### src/rtl/m72_pkg.sv
// Shared M72 board definitions used by the SDRAM CPU-channel logic.
// Holds the arbiter state encoding and the byte-enable width.
package m72_pkg;

  localparam int SDR_BE_W = 2;

  typedef enum logic [1:0] {
    IDLE  = 2'd0,
    ISSUE = 2'd1,
    DONE  = 2'd2
  } sdr_arb_state_t;

endpackage

### src/rtl/sdr_read_cache.sv
// One-entry tag/data/valid store for A-side SDRAM reads; lookup is combinational.
// Fill wins over invalidate; invalidate only clears when the address matches the tag.
module sdr_read_cache #(
  parameter int ADDR_W = 24,
  parameter int DATA_W = 16
) (
  input  logic              clk_i,
  input  logic              rst_i,
  input  logic [ADDR_W:1]   lookup_addr_i,
  output logic              hit_o,
  output logic [DATA_W-1:0] hit_data_o,
  input  logic              fill_i,
  input  logic              inval_i,
  input  logic [ADDR_W:1]   upd_addr_i,
  input  logic [DATA_W-1:0] fill_data_i
);

  logic [ADDR_W:1]   tag_q;
  logic [DATA_W-1:0] data_q;
  logic              valid_q;

  assign hit_o      = valid_q && (tag_q == lookup_addr_i);
  assign hit_data_o = data_q;

  always_ff @(posedge clk_i or posedge rst_i) begin
    if (rst_i) begin
      tag_q   <= '0;
      data_q  <= '0;
      valid_q <= 1'b0;
    end else if (fill_i) begin
      tag_q   <= upd_addr_i;
      data_q  <= fill_data_i;
      valid_q <= 1'b1;
    end else if (inval_i && (tag_q == upd_addr_i)) begin
      valid_q <= 1'b0;
    end
  end

endmodule

### src/rtl/sdr_cpu_arbiter.sv
// Shares the SDRAM CPU channel between the V30 bus (A) and the sound/DMA fetch (B), one transaction at a time.
// Define SDR_ARB_READ_CACHE_EN to add a one-entry A-side read cache.
module sdr_cpu_arbiter
  import m72_pkg::*;
#(
  parameter int ADDR_W = 24,
  parameter int DATA_W = 16
) (
  input  logic                CLK_32M,
  input  logic                reset,
  input  logic                a_req,
  input  logic [ADDR_W:1]     a_addr,
  input  logic                a_we,
  input  logic                a_writable,
  input  logic [SDR_BE_W-1:0] a_be,
  input  logic [DATA_W-1:0]   a_wdata,
  output logic [DATA_W-1:0]   a_rdata,
  output logic                a_ready,
  input  logic                b_req,
  input  logic [ADDR_W:1]     b_addr,
  input  logic                b_we,
  input  logic [SDR_BE_W-1:0] b_be,
  input  logic [DATA_W-1:0]   b_wdata,
  output logic [DATA_W-1:0]   b_rdata,
  output logic                b_ready,
  output logic                sdr_req,
  output logic [ADDR_W:1]     sdr_addr,
  output logic                sdr_we,
  output logic [SDR_BE_W-1:0] sdr_be,
  output logic [DATA_W-1:0]   sdr_wdata,
  input  logic                sdr_ack,
  input  logic [DATA_W-1:0]   sdr_rdata,
  output logic                busy
);

  sdr_arb_state_t      state_q;
  logic                last_b_q;
  logic                owner_b_q;
  logic                local_q;
  logic                sdr_req_q;
  logic [ADDR_W:1]     sdr_addr_q;
  logic                sdr_we_q;
  logic [SDR_BE_W-1:0] sdr_be_q;
  logic [DATA_W-1:0]   sdr_wdata_q;
  logic [DATA_W-1:0]   a_rdata_q;
  logic [DATA_W-1:0]   b_rdata_q;
  logic                a_ready_q;
  logic                b_ready_q;
  logic                busy_q;

  logic grant_a, grant_b, a_blocked, a_hit;

  assign grant_a   = a_req && (!b_req || last_b_q);
  assign grant_b   = b_req && !grant_a;
  assign a_blocked = a_we && !a_writable;

`ifdef SDR_ARB_READ_CACHE_EN
  logic              cache_hit;
  logic [DATA_W-1:0] cache_data;
  logic              hit_q;
  logic              ack_done;

  assign ack_done = (state_q == ISSUE) && sdr_ack;
  assign a_hit    = !a_we && cache_hit;

  sdr_read_cache #(.ADDR_W(ADDR_W), .DATA_W(DATA_W)) u_cache (
    .clk_i        (CLK_32M),
    .rst_i        (reset),
    .lookup_addr_i(a_addr),
    .hit_o        (cache_hit),
    .hit_data_o   (cache_data),
    .fill_i       (ack_done && !owner_b_q && !sdr_we_q),
    .inval_i      (ack_done && sdr_we_q),
    .upd_addr_i   (sdr_addr_q),
    .fill_data_i  (sdr_rdata)
  );

  always_ff @(posedge CLK_32M or posedge reset) begin
    if (reset) hit_q <= 1'b0;
    else if ((state_q == IDLE) && grant_a) hit_q <= a_hit;
  end
`else
  assign a_hit = 1'b0;
`endif

  always_ff @(posedge CLK_32M or posedge reset) begin
    if (reset) begin
      state_q     <= IDLE;
      last_b_q    <= 1'b1;
      owner_b_q   <= 1'b0;
      local_q     <= 1'b0;
      sdr_req_q   <= 1'b0;
      sdr_addr_q  <= '0;
      sdr_we_q    <= 1'b0;
      sdr_be_q    <= '0;
      sdr_wdata_q <= '0;
      a_rdata_q   <= '0;
      b_rdata_q   <= '0;
      a_ready_q   <= 1'b0;
      b_ready_q   <= 1'b0;
      busy_q      <= 1'b0;
    end else begin
      a_ready_q <= 1'b0;
      b_ready_q <= 1'b0;
      case (state_q)
        IDLE: begin
          if (grant_a || grant_b) begin
            busy_q    <= 1'b1;
            owner_b_q <= grant_b;
          end
          // Blocked writes and cache hits complete without touching SDRAM
          if (grant_a && (a_blocked || a_hit)) begin
            local_q <= 1'b1;
            state_q <= DONE;
          end else if (grant_a) begin
            sdr_req_q   <= 1'b1;
            sdr_addr_q  <= a_addr;
            sdr_we_q    <= a_we;
            sdr_be_q    <= a_be;
            sdr_wdata_q <= a_wdata;
            state_q     <= ISSUE;
          end else if (grant_b) begin
            sdr_req_q   <= 1'b1;
            sdr_addr_q  <= b_addr;
            sdr_we_q    <= b_we;
            sdr_be_q    <= b_be;
            sdr_wdata_q <= b_wdata;
            state_q     <= ISSUE;
          end
        end
        ISSUE: begin
          if (sdr_ack) begin
            sdr_req_q <= 1'b0;
            if (!sdr_we_q) begin
              if (owner_b_q) b_rdata_q <= sdr_rdata;
              else           a_rdata_q <= sdr_rdata;
            end
            a_ready_q <= !owner_b_q;
            b_ready_q <= owner_b_q;
            state_q   <= DONE;
          end
        end
        DONE: begin
          // Local completions spend one extra DONE cycle so a_ready lands two cycles after the grant
          if (local_q) begin
            local_q   <= 1'b0;
            a_ready_q <= 1'b1;
`ifdef SDR_ARB_READ_CACHE_EN
            if (hit_q) a_rdata_q <= cache_data;
`endif
          end else begin
            last_b_q <= owner_b_q;
            busy_q   <= 1'b0;
            state_q  <= IDLE;
          end
        end
        default: state_q <= IDLE;
      endcase
    end
  end

  assign sdr_req   = sdr_req_q;
  assign sdr_addr  = sdr_addr_q;
  assign sdr_we    = sdr_we_q;
  assign sdr_be    = sdr_be_q;
  assign sdr_wdata = sdr_wdata_q;
  assign a_rdata   = a_rdata_q;
  assign b_rdata   = b_rdata_q;
  assign a_ready   = a_ready_q;
  assign b_ready   = b_ready_q;
  assign busy      = busy_q;

endmodule

### config.mk
export PLATFORM = sky130hd
export DESIGN_NAME = sdr_cpu_arbiter
export DESIGN_NICKNAME = d
export VERILOG_FILES = /design/src/rtl/m72_pkg.sv /design/src/rtl/sdr_read_cache.sv /design/src/rtl/sdr_cpu_arbiter.sv
export SDC_FILE = /design/constraint.sdc
export NUM_CORES = 1
export LEC_CHECK = 0
export CAP_MARGIN = 20
export CELL_PAD_IN_SITES_DETAIL_PLACEMENT = 0
export CELL_PAD_IN_SITES_GLOBAL_PLACEMENT = 2
export CORE_AREA = 2 2 115 173
export DETAILED_ROUTE_END_ITERATION = 8
export DIE_AREA = 0 0 117 175
export MAX_ROUTING_LAYER = met4
export PLACE_DENSITY = 0.83
export SYNTH_ARGS = -nofsm -noshare
export SYNTH_HDL_FRONTEND = slang
export SYNTH_HIERARCHICAL = 1
export SYNTH_SLANG_ARGS = --single-unit
### constraint.sdc
create_clock -name CLK_32M -period 2.6 [get_ports CLK_32M]
set_input_delay 0.26 -clock CLK_32M [delete_from_list [all_inputs] [get_ports CLK_32M]]
set_output_delay 0.26 -clock CLK_32M [all_outputs]
set_load 0.1 [all_outputs]
* Yosys cells after proc, flatten, opt, wreduce, memory -nomap -nowiden
Cells that the tools add are included.
Storage, ports and cells: output and inout bits 79, logic and storage cells 79, input bits 108, register bits after elaboration 84
Cells by class: reduce and logical (&&, ||, !) cells 23, bitwise gates (word level) 4, muxes and demuxes 29, eq/ne operators 9
Operators with widths (number):
- $mux W24 | 2
- $mux W16 | 2
- $mux W2 | 7
- $mux W1 | 13
- $reduce_and A4 Y1 | 3
- $ne A2 B2 Y1 const B | 5
- $reduce_and A3 Y1 | 3
- $pmux W1 S2 | 4
- $pmux W2 S3 | 1
- $reduce_and A2 Y1 | 3
- $reduce_bool A2 Y1 | 3
- $logic_and A1 B1 Y1 | 4
- $logic_not A1 Y1 | 4
- $ne A4 B4 Y1 const B | 1
- $not A1 Y1 | 4
- $ne A3 B3 Y1 const B | 1
- $eq A2 B1 Y1 const B | 1
- $eq A2 B2 Y1 const B | 1
- $logic_not A2 Y1 | 1
- $logic_or A1 B1 Y1 | 2

* Logic depth before layout (Yosys ltp)
Gate-level depths: netlist of the first run.
depth in word-level cells 9, gate-level depth with buffers 8, gate-level depth less buffers 5

* Worst setup path after synthesis of the first run
Ideal clock, no wire load.
path type register -> register, start register sdr_we_q, in the netlist sdr_we, end register b_rdata_q[0], in the netlist b_rdata[0], library setup time 125 ps, cell stages (with the launch flop) 5, period minus slack after synthesis 1872 ps, required time 2475 ps, arrival time 1747 ps, path buffers 2, path slack 728 ps, path through dfrtp_1 nand2b_1 buf_6 buf_8 mux2_4
On the way: longest elaborated chain between the ends 2
RTL lines:
- start: declaration | RTL line sdr_cpu_arbiter.sv:42 | logic sdr_we_q;
- start signal: assignment | RTL line sdr_cpu_arbiter.sv:118 | sdr_we_q <= a_we;
- start signal: assignment | RTL line sdr_cpu_arbiter.sv:125 | sdr_we_q <= b_we;
- $not A1 Y1 (no line)
- $reduce_and A4 Y1 (no line)
- end signal: assignment | RTL line sdr_cpu_arbiter.sv:135 | if (owner_b_q) b_rdata_q <= sdr_rdata;
- end: declaration | RTL line sdr_cpu_arbiter.sv:46 | logic [DATA_W-1:0] b_rdata_q;
No other way between the ends. A chain may end at the register's enable or synchronous reset.

* Worst setup path after layout of the first run
start register state_q[0], end register sdr_addr_q, in the netlist sdr_addr[16]
On the way: longest elaborated chain between the ends 2
RTL lines:
- start: declaration | RTL line sdr_cpu_arbiter.sv:36 | sdr_arb_state_t state_q;
- start signal: assignment | RTL line sdr_cpu_arbiter.sv:88 | state_q <= IDLE;
- start signal: assignment | RTL line sdr_cpu_arbiter.sv:114 | state_q <= DONE;
- start signal: assignment | RTL line sdr_cpu_arbiter.sv:121 | state_q <= ISSUE;
- $logic_not A2 Y1 | RTL line sdr_cpu_arbiter.sv:105 | case (state_q)
- $reduce_and A3 Y1 (no line)
- end signal: assignment | RTL line sdr_cpu_arbiter.sv:117 | sdr_addr_q <= a_addr;
- end signal: assignment | RTL line sdr_cpu_arbiter.sv:124 | sdr_addr_q <= b_addr;
- end: declaration | RTL line sdr_cpu_arbiter.sv:41 | logic [ADDR_W:1] sdr_addr_q;
No other way between the ends.

==> flow_metrics.env, run 1 <==
export IMPL_worstSkewPairLatency_ns=0.34
export IMPL_final_cell_mix="106 x clkdlybuf4s50_1, 90 x buf_4, 83 x dfrtp_1"
export IMPL_num_vias=3862
export IMPL_synthMuxAreaShare_pct=9.39
export IMPL_cpPeakStageDelay_ns=0.46
export IMPL_layout_commonest_cell="clkdlybuf4s50_1"
export IMPL_via_per_inst=4.83
export IMPL_yosys_warnings=6
export IMPL_synth_cells=374
export IMPL_yosysSeqAreaShare_pct=47.1
export IMPL_clkTransAtPathRegs_ns=0.06
export IMPL_synth_compound_area_share_pct=26.8
export IMPL_drt_total_wl_um=14000
export IMPL_fp_dieH_um=175
export IMPL_setup_viol=0
export IMPL_worstMarginPinSlew_ns=0.496
export IMPL_grt_pass1_vias=4179
export IMPL_path_cells="inv_1 -> ha_1 -> and2_2 -> a22o_2 -> buf_12 -> a31oi_2"
export IMPL_ant_nets=0
export IMPL_min_path_type="input port to async pin"
export IMPL_yosysUniqueCellTypes=35
export IMPL_clock_sinks=84
export IMPL_syn_area_um2=4470
export IMPL_dr_pass1_iters=5
export IMPL_path_buf_inv=2
export IMPL_worstPathMaxFanout=24
export IMPL_grt_antenna_before_repair=0
export IMPL_final_cells=799
export IMPL_crit_type="register to register"
export IMPL_ctsResizeCount=0
export IMPL_grt_use_total_pct=14.0
export IMPL_floorplan_die_width_um=117
export IMPL_start_util_pct=23.5
export IMPL_whs_ns=0.207
export IMPL_worst_path_max_delay_cell="a22o_2"
export IMPL_crit_family="compound AO/OA/AOI/OAI gates"
export IMPL_drc=0
export IMPL_place_congestion=0.731
export IMPL_clockBufferDepth=2
export IMPL_ys_ff_latch=84
export IMPL_worst_setup_path_end_kind="register"
export IMPL_ctsRootBufferMaster="clkbuf_16"
export IMPL_ctsHoldBuffers=0
export IMPL_skew_ns=0.0113
export IMPL_design_die_area_um2=20500
export IMPL_multiInputGateArea_um2=2110
export IMPL_grt_setup_unrepaired="false"
export IMPL_nets=650
export IMPL_synth_fa_ha_area_share_pct=0.841
export IMPL_tns_ns=0
export IMPL_hold_viol=0
export IMPL_dp_hpwl_um=10200
export IMPL_drv_slew=0
export IMPL_coreArea_um2=19000
export IMPL_grt_max_degree=69
export IMPL_critical_path_arrival_ns=2.15
export IMPL_syn_avg_cell_area_um2=11.9
export IMPL_rows=62
export IMPL_gr_total_overflow=0
export IMPL_insertedDiodeCount=0
export IMPL_post_route_period_util_pct=75.0
export IMPL_fillCellCount=1909
export IMPL_io_pins=187
export IMPL_max_freq_ghz=0.513
export IMPL_crit_required_ns=2.80
export IMPL_syn_num_nets=485
export IMPL_cts_buffers=9
export IMPL_postCtsSetupRepairBufs=0
export IMPL_htreeDepth=3
export IMPL_drt_initial_drc_count=174
export IMPL_tritoncts="done"
export IMPL_synth_xor_area_share_pct=0
export IMPL_startpoint_type="register"
export IMPL_syn2layout_area_growth_pct=49.2
export IMPL_grt_pass1_wl_um=21700
export IMPL_drive_gt1_share_pct=35.2
export IMPL_portBuffers=186
export IMPL_cap_violations=0
export IMPL_run_status="finished clean"
export IMPL_synthSimpleGateAreaFrac_pct=9.89
export IMPL_relSlewSlack_pct=66.6
export IMPL_regArea_um2=2100
export IMPL_wl_per_cell_um=17.5
export IMPL_synth_top_family_by_area="compound AO/OA/AOI/OAI gates"
export IMPL_dp_cells=784
export IMPL_period_needed_ns=1.95
[metrics by stage]
| step | setup WS, ns | area, um^2 | utilization (%) |
|---|---|---|---|
| after floorplan | 0.177 | 4470 | - |
| after global placement | 0.641 | 6360 | 33.4 |
| after detailed placement | 0.593 | 6360 | 33.4 |
| after CTS | 0.606 | 6660 | 35.1 |
| after global routing | 0.445 | 6660 | 35.1 |
| final | 0.650 | 6660 | 35.1 |
[worst reg2reg max path, delay by kind of cell, from the launching register on]
kind | cells | cell delay [ns]
DFF | 1 | 0.38
AOI/OAI and AO/OA | 2 | 0.59
buffers and inverters | 2 | 0.37
and+or+nand+nor | 1 | 0.20
adders and majority gates | 1 | 0.29
[synthesized netlist by cell type]
cell | number | area [um^2]
dfrtp_1 | 83 | 2080
o21ai_0 | 46 | 230
a221oi_1 | 44 | 385
nand3b_1 | 44 | 330
a31oi_2 | 40 | 500
clkbuf_1 | 32 | 120
mux2_2 | 23 | 259
mux2_4 | 10 | 150
buf_6 | 6 | 67.6
inv_1 | 5 | 18.8
buf_2 | 4 | 20.0
a31oi_1 | 3 | 18.8
and2_1 | 3 | 18.8
buf_4 | 3 | 22.5
ha_1 | 3 | 37.5
nand2_1 | 3 | 11.3
nand2b_1 | 2 | 12.5
nor2b_1 | 2 | 12.5
o32a_1 | 2 | 20.0
a21oi_1 | 1 | 5.00
a22o_1 | 1 | 8.76
a2bb2oi_1 | 1 | 8.76
and3_1 | 1 | 6.26
buf_8 | 1 | 15.0
clkinv_1 | 1 | 3.75
dfstp_2 | 1 | 26.3
mux2i_1 | 1 | 10.0
nand2_2 | 1 | 6.26
nand3_1 | 1 | 5.00
nor3_4 | 1 | 16.3
nor3b_1 | 1 | 7.51
nor4_1 | 1 | 6.26
o221a_1 | 1 | 11.3
o31ai_1 | 1 | 7.51
or3b_2 | 1 | 8.76
[sequential cells by signal (all words and copies together) (netlist names), 2 cells and up]
signal     cells
a_rdata       16
b_rdata       16
sdr_addr      24
sdr_be         2
sdr_wdata     16
state_q        2
[kinds of logic after synthesis]
family | Yosys count
compound gates | 140
flops | 84
simple gates | 61
fa+ha+maj | 3
buf+inv | 52
mux | 34
[final timing paths]
check / depth (start not counted) / to / slack (ns) / startpoint
max: 6 / sdr_addr[16] / 0.65 / state_q[0]
min: 2 / a_rdata[1] / 0.21 / reset
max reg2reg: 6 / sdr_addr[16] / 0.65 / state_q[0]
min reg2reg: 1 / b_rdata[9] / 0.51 / b_rdata[9]
max in group asynchronous: 3 / sdr_addr[16] / 1.75 / reset
min in group CLK_32M: 3 / sdr_addr[2] / 0.36 / a_req
[per-layer routing]
metal | track usage [%] | vias to the layer above | wire (um)
met5 | - | - | 0
met4 | 4.41 | 0 | 275
met3 | 2.77 | 25 | 838
met2 | 23.7 | 169 | 7070
met1 | 16.5 | 1881 | 5780
li1 | - | 1787 | -
[area by class of cell]
class	instances	share of cell area, %
Clock inverter	5	1.16
Inverter	6	0.357
Multi-Input combinational cell	238	31.6
Clock buffer	10	3.44
Timing Repair Buffer	200	27.0
Tap cell	256	4.81
Sequential cell	84	31.6
Power of run 1 is left out: the tool's default activity adds up to more than one toggle a clock period on the data nets, which glitch-free logic cannot reach.
==> run 2, diff against run 1 <==
Clock period 2.6 ns to 1.6 ns, I/O delays scaled along.
==> flow_metrics.env, run 2 (synthesis gave the netlist of run 1 again) <==
export IMPL_period_needed_ns=1.61
export IMPL_portBuffers=186
export IMPL_worstPathMaxFanout=16
export IMPL_final_cells=819
export IMPL_grt_use_total_pct=15.1
export IMPL_grt_setup_unrepaired="true"
export IMPL_drt_total_wl_um=16000
export IMPL_crit_required_ns=1.82
export IMPL_clock_sinks=84
export IMPL_htreeDepth=3
export IMPL_drt_initial_drc_count=160
export IMPL_worstSkewPairLatency_ns=0.33
export IMPL_clockBufferDepth=2
export IMPL_fp_dieH_um=175
export IMPL_ctsHoldBuffers=0
export IMPL_final_cell_mix="106 x clkdlybuf4s50_1, 90 x buf_12, 82 x dfrtp_1"
export IMPL_placed_area_um2=7620
export IMPL_floorplan_die_width_um=117
export IMPL_num_vias=4026
export IMPL_largest_reg_flops=24
export IMPL_drv_slew=0
export IMPL_r2r_start="state_q[1]"
export IMPL_startpoint_type="register"
export IMPL_grt_pass1_vias=4324
export IMPL_critPathLaunch="state_q[1]"
export IMPL_skew_ns=0.00818
export IMPL_hold_viol=0
export IMPL_dp_cells=796
export IMPL_grt_antenna_before_repair=0
export IMPL_clkTransAtPathRegs_ns=0.07
export IMPL_nets=669
export IMPL_start_util_pct=23.5
export IMPL_max_freq_ghz=0.623
export IMPL_fillCellCount=1756
export IMPL_cts_buffers=9
export IMPL_reg2reg_slack_ns=-0.006
export IMPL_r2r_end="a_rdata[10]"
export IMPL_grt_max_degree=62
export IMPL_gr_total_overflow=0
export IMPL_ctsRootBufferMaster="clkbuf_16"
export IMPL_crit_type="register to register"
export IMPL_whs_ns=0.212
export IMPL_grt_pass1_wl_um=23400
export IMPL_drive_gt1_share_pct=44.9
export IMPL_rows=62
export IMPL_cap_violations=0
export IMPL_multiInputGateArea_um2=2440
export IMPL_fin_area_um2=8320
export IMPL_place_congestion=0.811
export IMPL_relSlewSlack_pct=67.5
export IMPL_drc=0
export IMPL_post_route_period_util_pct=100
export IMPL_dp_worst_setup_slack_ns=-0.0900
export IMPL_layout_commonest_cell="clkdlybuf4s50_1"
export IMPL_design_die_area_um2=20500
export IMPL_setup_slack_ns=-0.00563
export IMPL_tritoncts="done"
export IMPL_run_status="finished, violations left"
export IMPL_via_per_inst=4.92
export IMPL_dp_hpwl_um=10700
export IMPL_min_path_type="input port to async pin"
export IMPL_io_pins=187
export IMPL_wl_per_cell_um=19.6
export IMPL_coreArea_um2=19000
export IMPL_syn2layout_area_growth_pct=86.3
export IMPL_critical_path_arrival_ns=1.83
export IMPL_ant_nets=0
export IMPL_dr_pass1_iters=5
export IMPL_worst_setup_path_end_kind="register"
export IMPL_endpoint="a_rdata[10]"
export IMPL_reg2reg_depth=6
export IMPL_setup_viol=2
export IMPL_insertedDiodeCount=0
export IMPL_regArea_um2=2100
export IMPL_worstMarginPinSlew_ns=0.487
export IMPL_violations="negative setup slack"
==> run 2: critical path: stages, from the launching register on <==
cell,delay [ns]
dfrtp_1,0.39
inv_2,0.10
ha_4,0.16
nand2_4,0.05
nor3_4,0.23
buf_12,0.20
mux2_2,0.35
==> run 2: timing repair <==
action | 4_1_cts | 5_1_grt
endpoints found under the setup margin | 50 | 78
hold endpoints to repair | 0 | 0
setup buffers | 2 | 1
resized for setup | 31 | 18
pin swaps | 1 | 2
cloned | 1 | 3
==> run 2: final cells by class <==
| cell class | count | share of cell area, % |
|---|---|---|
| sequential | 84 | 25.3 |
| inverter | 6 | 0.316 |
| multi-input combinational | 238 | 29.4 |
| clock buffer | 9 | 2.71 |
| clock inverter | 7 | 0.963 |
| tap | 256 | 3.85 |
| timing repair buffer | 219 | 37.5 |
==> run 2: how the worst min path moves through the flow <==
stage | startpoint | end | slack [ns]
3_3_place_gp | b_rdata[11] | b_rdata[11] | 0.55
3_5_place_dp | a_rdata[12] | a_rdata[12] | 0.56
6_report | reset | b_rdata[8] | 0.21
5_1_grt | reset | b_rdata[1] | 0.23
4_1_cts | reset | b_rdata[8] | 0.23
2_1_floorplan | sdr_rdata[0] | a_rdata[0] | 0.31
==> run 2: layer usage <==
metal	vias to the layer above	GRT usage, %	wire (um)
met5	-	-	0
met4	0	3.87	242
met3	13	2.50	713
met2	149	27.8	9210
met1	2036	16.6	5880
li1	1828	-	-
==> run 2: stage by stage <==
step / setup TNS [ns] / utilization [%]
final: -0.00568 / 43.8
after global routing: -0.873 / 43.8
after CTS: -0.147 / 42.9
after detailed placement: -2.39 / 40.1
after global placement: -0.808 / 40.1
after floorplan: -0.239 / -
Power of run 2 is left out for the same reason.
==> run 3, diff against run 2 <==
--- a/constraint.sdc
+++ b/constraint.sdc
@@ -3,2 +3,2 @@
 set_output_delay 0.16 -clock CLK_32M [all_outputs]
-set_load 0.1 [all_outputs]
+set_load 0.005 [all_outputs]
==> flow_metrics.env, run 3 (synthesis gave the netlist of run 1 again) <==
export IMPL_startpoint_type="register"
export IMPL_grt_setup_unrepaired="true"
export IMPL_setup_viol=0
export IMPL_clockBufferDepth=2
export IMPL_drv_slew=0
export IMPL_htreeDepth=3
export IMPL_relSlewSlack_pct=74.1
export IMPL_r2r_start="state_q[0]"
export IMPL_portBuffers=186
export IMPL_gr_total_overflow=0
export IMPL_start_util_pct=23.5
export IMPL_p_switching_w=0.00412
export IMPL_p_per_area_nw_per_um2=1720
export IMPL_drc=0
export IMPL_grt_pass1_wl_um=22900
export IMPL_ant_nets=0
export IMPL_critPathLaunch="state_q[0]"
export IMPL_largest_reg_flops=24
export IMPL_grt_use_total_pct=14.7
export IMPL_critical_path_arrival_ns=1.78
export IMPL_worstSkewPairLatency_ns=0.33
export IMPL_coreArea_um2=19000
export IMPL_place_congestion=0.772
export IMPL_via_per_inst=4.82
export IMPL_final_cells=825
export IMPL_post_route_period_util_pct=97.8
export IMPL_period_needed_ns=1.57
export IMPL_utilization_pct=38.5
export IMPL_syn2layout_area_growth_pct=63.9
export IMPL_worst_path_max_delay_cell="dfrtp_1"
export IMPL_max_freq_ghz=0.639
export IMPL_grt_pass1_vias=4270
export IMPL_dr_pass1_iters=4
export IMPL_whs_ns=0.265
export IMPL_worst_setup_path_end_kind="register"
export IMPL_fin_area_um2=7320
export IMPL_placed_area_um2=6850
export IMPL_ctsRootBufferMaster="clkbuf_16"
export IMPL_path_cells="buf_4 -> ha_4 -> and3_4 -> nand2b_4 -> clkbuf_16 -> mux2_4"
export IMPL_min_path_type="input port to async pin"
export IMPL_dp_cells=805
export IMPL_insertedDiodeCount=0
export IMPL_drt_total_wl_um=14800
export IMPL_nets=675
export IMPL_drive_gt1_share_pct=27.4
export IMPL_fp_dieH_um=175
export IMPL_tritoncts="done"
export IMPL_final_cell_mix="185 x clkdlybuf4s50_1, 82 x dfrtp_1, 46 x o21ai_0"
export IMPL_io_pins=187
export IMPL_fillCellCount=1852
export IMPL_grt_antenna_before_repair=0
export IMPL_floorplan_die_width_um=117
export IMPL_ir_worst_vdd_v=0.000466
export IMPL_power_switching_share_pct=32.6
export IMPL_leakagePower_nw=2.75
export IMPL_worstMarginPinSlew_ns=0.385
export IMPL_layout_commonest_cell="clkdlybuf4s50_1"
export IMPL_skew_ns=0.00904
export IMPL_worstPathMaxFanout=8
export IMPL_wl_per_cell_um=17.9
export IMPL_seqPwrFrac_pct=31.0
export IMPL_rows=62
export IMPL_num_vias=3973
export IMPL_clock_sinks=84
export IMPL_power_frac_comb_pct=52.6
export IMPL_hold_viol=0
export IMPL_ctsHoldBuffers=0
export IMPL_run_status="finished clean"
export IMPL_cpPeakStageDelay_ns=0.38
export IMPL_reg2reg_depth=6
export IMPL_p_clk_share_pct=16.5
export IMPL_cap_violations=0
export IMPL_design_die_area_um2=20500
export IMPL_crit_type="register to register"
export IMPL_cts_buffers=9
export IMPL_internal_power_w=0.00849
export IMPL_grt_max_degree=58
export IMPL_crit_required_ns=1.81
export IMPL_drt_initial_drc_count=191
export IMPL_clkTransAtPathRegs_ns=0.06
export IMPL_dp_hpwl_um=10900
run 3: cell types whose count changed in the layout (fill, tap and decap cells not counted), moves of 3 or more:
| cell | before | now |
|---|---|---|
| a221oi_1 | 12 | 34 |
| clkdlybuf4s50_1 | 106 | 185 |
| a221oi_2 | 31 | 10 |
| buf_4 | 16 | 27 |
| mux2_2 | 6 | 13 |
| mux2_4 | 27 | 20 |
| buf_12 | 90 | 8 |
| clkbuf_1 | 0 | 3 |
| inv_6 | 3 | 0 |
run 3: final cells by class:
class                   count  area [um^2]  area share (%)
repair buffers            225         2280            31.1
clock inverters             3         46.3           0.632
multi-input cells         238         2290            31.3
well taps                 256          320            4.38
clock buffers              13          250            3.42
inverters                   6         26.3           0.359
flip-flops and latches     84         2100            28.8
run 3: routing by layer:
layer | vias to the layer above | global-route usage [%] | routed length [um]
met4 | 0 | 3.82 | 257
met3 | 14 | 2.74 | 848
met5 | - | - | 0
li1 | 1839 | - | -
met1 | 1963 | 18.4 | 6350
met2 | 157 | 24.2 | 7310
run 3: what timing repair did:
item | CTS | global route
endpoints found under the setup margin | 50 | 45
hold endpoints to repair | 0 | 0
cloned | 1 | 1
buffers inserted | 2 | 1
gates resized for setup | 8 | 15
pin swaps | 2 | 2
run 3: final timing paths:
kind	to	slack, ns
setup / recovery	b_rdata[5]	0.03
hold / removal	sdr_addr[8]	0.27
setup reg to reg	b_rdata[5]	0.03
hold reg to reg	b_rdata[12]	0.50
max in group asynchronous	last_b_q	1.04
min in group CLK_32M	sdr_wdata[12]	0.27
run 3: power by group through the flow:
| stage | sequential (W) | combinational [W] | clock, W |
|---|---|---|---|
| final | 0.00390 | 0.00663 | 0.00208 |
| after detailed placement | 0.00391 | 0.00634 | 0 |
| after CTS | 0.00390 | 0.00661 | 0.00216 |
| after global routing | 0.00403 | 0.00715 | 0.00223 |
| after floorplan | 0.00388 | 0.00309 | 0 |
| after global placement | 0.00390 | 0.00622 | 0 |
run 3: per-stage QoR:
step | setup slack (ns) | TNS [ns] | total power [W]
final | 0.0346 | 0 | 0.0126
after global routing | -0.00736 | -0.0323 | 0.0134
after CTS | -0.0132 | -0.0337 | 0.0127
after detailed placement | -0.147 | -6.26 | 0.0103
after global placement | -0.0940 | -3.77 | 0.0101
after floorplan | -0.0213 | -0.794 | 0.00697
run 3: critical path: cells and delay by family (launching register included):
family                   cells  cell delay (ns)
adder cells (fa/ha/maj)      1             0.17
flip-flops                   1             0.38
AND/OR/NAND/NOR              2             0.27
buffers and inverters        2             0.33
multiplexers                 1             0.30
Note: power is estimated with default switching activity, not from simulation.
